--- src/rtl/rmii_transmitter.sv ---
// RMII transmit framer: preamble/SFD, payload with zero padding, CRC-32 FCS and
// inter-frame gap, streamed out one dibit per 50 MHz clock.
module rmii_transmitter #(
    parameter int unsigned MIN_FRAME = 60,
    parameter int unsigned IFG_BYTES = 12
) (
    input  logic        clk_50_mhz,
    input  logic        rst,
    input  logic [7:0]  tx_data,
    input  logic        tx_valid,
    input  logic        tx_last,
    output logic        tx_ready,
    output logic        tx_en,
    output logic [1:0]  tx_d,
    output logic        busy,
    output logic        underrun,
    output logic [15:0] frame_count
);

    localparam logic [15:0] MinFrame = 16'(MIN_FRAME);
    localparam logic [15:0] IfgLast  = 16'(IFG_BYTES * 4 - 1);

    typedef enum logic [2:0] {
        StIdle,
        StPreamble,
        StSfd,
        StData,
        StPad,
        StFcs,
        StIfg
    } state_e;

    state_e      state_q, state_d;
    logic [1:0]  dibit_q, dibit_d;
    logic [2:0]  idx_q, idx_d;
    logic [31:0] sh_q, sh_d;
    logic [31:0] crc_q, crc_d;
    logic [15:0] byte_cnt_q, byte_cnt_d;
    logic        last_q, last_d;
    logic [15:0] gap_q, gap_d;
    logic [15:0] frame_count_q, frame_count_d;
    logic        tx_en_q, tx_en_d;
    logic [1:0]  tx_d_q, tx_d_d;
    logic        underrun_q, underrun_d;
    logic [31:0] crc_upd;
    logic        byte_end;

    // Reflected CRC-32 advanced by one dibit, bit 0 first.
    function automatic logic [31:0] crc_dibit(input logic [31:0] c, input logic [1:0] d);
        logic [31:0] r;
        r = c;
        for (int i = 0; i < 2; i++) begin
            r = (r[0] ^ d[i]) ? ((r >> 1) ^ 32'hEDB8_8320) : (r >> 1);
        end
        return r;
    endfunction

    assign tx_ready = (dibit_q == 2'd3) &&
                      ((state_q == StSfd) || ((state_q == StData) && !last_q));
    assign busy        = (state_q != StIdle);
    assign tx_en       = tx_en_q;
    assign tx_d        = tx_d_q;
    assign underrun    = underrun_q;
    assign frame_count = frame_count_q;

    always_comb begin
        state_d       = state_q;
        dibit_d       = dibit_q;
        idx_d         = idx_q;
        sh_d          = sh_q;
        crc_d         = crc_q;
        byte_cnt_d    = byte_cnt_q;
        last_d        = last_q;
        gap_d         = gap_q;
        frame_count_d = frame_count_q;
        underrun_d    = 1'b0;
        crc_upd       = crc_dibit(crc_q, sh_q[1:0]);
        byte_end      = (dibit_q == 2'd3);

        // sh_q[1:0] is always the dibit currently on the wire.
        if (state_q != StIdle && state_q != StIfg) begin
            dibit_d = dibit_q + 2'd1;
            sh_d    = sh_q >> 2;
        end

        unique case (state_q)
            StIdle: begin
                if (tx_valid) begin
                    state_d    = StPreamble;
                    dibit_d    = 2'd0;
                    idx_d      = 3'd0;
                    sh_d       = 32'h55;
                    crc_d      = 32'hFFFF_FFFF;
                    byte_cnt_d = 16'd0;
                end
            end
            StPreamble: begin
                if (byte_end) begin
                    if (idx_q == 3'd6) begin
                        state_d = StSfd;
                        sh_d    = 32'hD5;
                    end else begin
                        idx_d = idx_q + 3'd1;
                        sh_d  = 32'h55;
                    end
                end
            end
            StSfd, StData: begin
                if (state_q == StData) begin
                    crc_d = crc_upd;
                end
                if (byte_end) begin
                    if (state_q == StData && last_q) begin
                        if (byte_cnt_q < MinFrame) begin
                            state_d    = StPad;
                            sh_d       = 32'h0;
                            byte_cnt_d = byte_cnt_q + 16'd1;
                        end else begin
                            state_d = StFcs;
                            sh_d    = ~crc_upd;
                            idx_d   = 3'd0;
                        end
                    end else if (tx_valid) begin
                        state_d    = StData;
                        sh_d       = {24'h0, tx_data};
                        last_d     = tx_last;
                        byte_cnt_d = (byte_cnt_q == 16'hFFFF) ? byte_cnt_q : byte_cnt_q + 16'd1;
                    end else begin
                        state_d    = StIfg;
                        gap_d      = 16'd0;
                        underrun_d = 1'b1;
                    end
                end
            end
            StPad: begin
                crc_d = crc_upd;
                if (byte_end) begin
                    if (byte_cnt_q >= MinFrame) begin
                        state_d = StFcs;
                        sh_d    = ~crc_upd;
                        idx_d   = 3'd0;
                    end else begin
                        byte_cnt_d = byte_cnt_q + 16'd1;
                    end
                end
            end
            StFcs: begin
                if (byte_end) begin
                    if (idx_q == 3'd3) begin
                        state_d       = StIfg;
                        gap_d         = 16'd0;
                        frame_count_d = frame_count_q + 16'd1;
                    end else begin
                        idx_d = idx_q + 3'd1;
                    end
                end
            end
            StIfg: begin
                if (gap_q >= IfgLast) begin
                    state_d = StIdle;
                end else begin
                    gap_d = gap_q + 16'd1;
                end
            end
            default: state_d = StIdle;
        endcase

        tx_en_d = (state_d != StIdle) && (state_d != StIfg);
        tx_d_d  = tx_en_d ? sh_d[1:0] : 2'b00;
    end

    always_ff @(posedge clk_50_mhz or posedge rst) begin
        if (rst) begin
            state_q       <= StIdle;
            dibit_q       <= 2'd0;
            idx_q         <= 3'd0;
            sh_q          <= 32'h0;
            crc_q         <= 32'hFFFF_FFFF;
            byte_cnt_q    <= 16'd0;
            last_q        <= 1'b0;
            gap_q         <= 16'd0;
            frame_count_q <= 16'd0;
            tx_en_q       <= 1'b0;
            tx_d_q        <= 2'b00;
            underrun_q    <= 1'b0;
        end else begin
            state_q       <= state_d;
            dibit_q       <= dibit_d;
            idx_q         <= idx_d;
            sh_q          <= sh_d;
            crc_q         <= crc_d;
            byte_cnt_q    <= byte_cnt_d;
            last_q        <= last_d;
            gap_q         <= gap_d;
            frame_count_q <= frame_count_d;
            tx_en_q       <= tx_en_d;
            tx_d_q        <= tx_d_d;
            underrun_q    <= underrun_d;
        end
    end

endmodule
--- config.mk ---
export PLATFORM = sky130hd
export DESIGN_NAME = rmii_transmitter
export DESIGN_NICKNAME = d
export VERILOG_FILES = /design/src/rtl/rmii_transmitter.sv
export SDC_FILE = /design/constraint.sdc
export NUM_CORES = 1
export LEC_CHECK = 0
export BUFFER_PORTS_ARGS = -buffer_cell sky130_fd_sc_hd__buf_2
export CORE_MARGIN = 2
export CORE_UTILIZATION = 46
export DETAILED_ROUTE_END_ITERATION = 7
export PLACE_DENSITY = 0.65
export SYNTH_ARGS = -nofsm -noshare
export SYNTH_HDL_FRONTEND = slang
export SYNTH_SLANG_ARGS = --single-unit
--- constraint.sdc ---
create_clock -name clk_50_mhz -period 3.3 [get_ports clk_50_mhz]
set_input_delay 0.165 -clock clk_50_mhz [delete_from_list [all_inputs] [get_ports clk_50_mhz]]
set_output_delay 0.165 -clock clk_50_mhz [all_outputs]
set_load 0.02 [all_outputs]
==> impl_metrics.yaml <==
outcome:
  status: "finished, final reports clean"
global_route:
  antenna_found_initial: 0
  use_met2_pct: 33.3
  grt_pass1_wl_um: 25400
  top_usage_layer: "met2"
  grt_pass1_vias: 5062
  use_met3_pct: 5.86
  grt_start_max_net_pins: 126
  gr-usage-met1_pct: 28.5
  grt_use_total_pct: 21.6
  grt-ovfl-total: 0
logic_synthesis:
  synthTopCellsByArea: "dfrtp_1 (35%), dfstp_2 (13%), mux2i_1 (4.6%)"
  yosysWarnings: 0
  synth_edf_count: 0
  synth-seq-cells: 125
  yosys-top-cells-count: "dfrtp_1 (93), nor2_1 (48), nand2_1 (47)"
  synth_area_per_cell_um2: 9.93
  synth_most_common_cell: "dfrtp_1"
  syn-cell-area_um2: 6570
  yosysTopAreaCell: "dfrtp_1"
  synth-async-reset-ratio_pct: 100
  synth_top_area_share_pct: 35.4
  ys_types: 68
  synthFlopType: "dfrtp_1"
  seq_area_frac_synth_pct: 48.3
  syn_nets: 681
  netlist_instances: 661
flow_run:
  maxCapViolations: 0
final_layout:
  drive_above_1_share_pct: 18.7
  finalNetCount: 714
  area_growth_pct: 16.8
  fin_area_um2: 7670
  fill_cells: 1221
  antenna_cells: 0
critical_path:
  path_class: "flip-flop to flip-flop"
  rrSetupSlack_ps: 580
  r2r-start: "dibit_q[0]"
  critPathMaxFanout: 24
  worstSetupEndpointType: "flip-flop"
  crit_arrival_ps: 3020
  cp.required_ps: 3600
  crit_start: "dibit_q[0]"
  cp-start-kind: "flip-flop"
drt:
  drt_iter0_drc: 382
  wl_per_cell_um: 17.5
  via_count: 5313
  firstDrtPassIters: 5
  wl_um: 15500
  drcViolationCount: 0
  avgViaCountPerCell: 5.99
  final_antenna_net_count: 0
die:
  die_y_um: 123
  die_w_um: 123
  core_um2: 13900
  start_util_pct: 47.1
  rows: 43
  die-area_um2: 15200
  ios: 34
timing:
  worst_pin_slew_ps: 1130
  finalSetupViolations: 0
  timing.hold.ws_ps: 83.2
  fmax_mhz: 368
  grt_setup_unrepaired: "no"
  period_share_pct: 82.4
  fin_tns_setup_ps: 0
  slew_violations: 0
  finalCriticalPeriod_ps: 2720
  fin_skew_ps: 6.96
  hold_viol: 0
  slew-limit-headroom_pct: 24.1
cts:
  root_buffer: "clkbuf_16"
  numClockSinks: 125
  h-tree-depth: 4
  ctsResizeCount: 0
  cts_buffers: 17
  cts_tree: "yes"
  hold_buffers: 2
  post_cts_buffers: 0
  clk_pin_slew_worst_paths_ps: 60
  clk_latency_ps: 420
  clockBufferDepth: 2
place:
  io_buffers: 33
  gp_congestion: 0.905
  dpl_cell_area_um2: 6960
  post-dp-hpwl_um: 10200
power_and_ir_drop:
  leakagePower_nw: 3.27
  vdd_drop_max_uv: 518
  powerDensity_nw_per_um2: 971
worst_hold_path:
  min_from: "tx_data[0]"
  hp-class: "input pin to flip-flop"
-- placed cells by master, fill, tap and decap left out, types with 8 or more instances in the layout --
master / n
o22a_1: 19
and2_1: 14
buf_4: 17
inv_1: 22
o21ai_0: 30
a31oi_1: 8
nand4_1: 14
nand2_1: 47
a21oi_1: 38
nand3_1: 26
nand2b_1: 10
dfrtp_1: 93
clkbuf_16: 17
xnor2_1: 20
buf_2: 33
mux2i_1: 30
dfstp_2: 32
o22ai_1: 16
ha_1: 8
nor2_1: 47
o31ai_1: 12
nor3_1: 12
xor2_1: 18
-- logic make-up (layout without fill, tap and decap cells) --
group / after synthesis / in the layout / synth area share [%]
XOR/XNOR: 39 / 39 / 5.41
AND/OR/NAND/NOR: 207 / 207 / 15.9
adder cells (fa/ha/maj): 9 / 9 / 1.68
buffers and inverters: 62 / 108 / 3.81
AO/OA/AOI/OAI: 184 / 184 / 19.6
flip-flops: 125 / 125 / 48.3
multiplexers: 35 / 35 / 5.43
-- per-layer routing --
metal	vias up	share of wire, %
li1	2514	-
met1	2612	45
met2	156	47
met3	31	5.5
met4	0	2.3
met5	-	0
-- power breakdown --
part           internal, mW  switching, mW  total [mW]
clock                  1.47          0.701        2.17
sequential             2.05          0.359        2.40
combinational          1.14           1.73        2.87
-- per-stage QoR --
| stage | power (mW) | util (%) | cells | setup WS [ps] |
|---|---|---|---|---|
| 2_1_floorplan | 4.50 | - | 661 | 1190 |
| 3_5_place_dp | 5.28 | 49.9 | 853 | 633 |
| 3_3_place_gp | 5.19 | 49.9 | 853 | 726 |
| 5_1_grt | 7.91 | 55.0 | 887 | 378 |
| 4_1_cts | 7.47 | 55.0 | 887 | 638 |
| 6_report | 7.45 | 55.0 | 887 | 581 |
-- path summary, 6_finish.rpt --
path | to | cells past startpoint
worst max-delay path | idx_q[1] | 6
worst max register to register | idx_q[1] | 6
worst min-delay path | sh_q[0] | 3
worst min register to register | frame_count[15] | 1
min in group asynchronous | frame_count[10] | 4
max in group asynchronous | byte_cnt_q[14] | 4
-- flip-flops by register name, summed over array words and instances, names as in the netlist --
name / cells
idx_q: 3
sh_q: 32
underrun: 1
gap_q: 16
crc_q: 32
frame_count: 16
tx_en: 1
last_q: 1
dibit_q: 2
state_q: 3
tx_d: 2
byte_cnt_q: 16
-- area by class of cell --
cell class | instances | area, µm² | area share (%)
Sequential cell | 125 | 3170 | 41.3
Multi-Input combinational cell | 474 | 3160 | 41.2
Clock buffer | 20 | 457 | 5.96
Timing Repair Buffer | 53 | 333 | 4.34
Clock inverter | 12 | 233 | 3.04
Tap cell | 180 | 225 | 2.94
Inverter | 23 | 90.1 | 1.18
-- worst max-delay path, cell delays in order (launching register included) --
cell and delay [ps]:
dfrtp_1 360, ha_1 700, inv_1 400, o21ai_0 250, a21oi_1 90, a211oi_1 420, mux2_2 390
No activity file was read; power rests on OpenSTA's default activity.
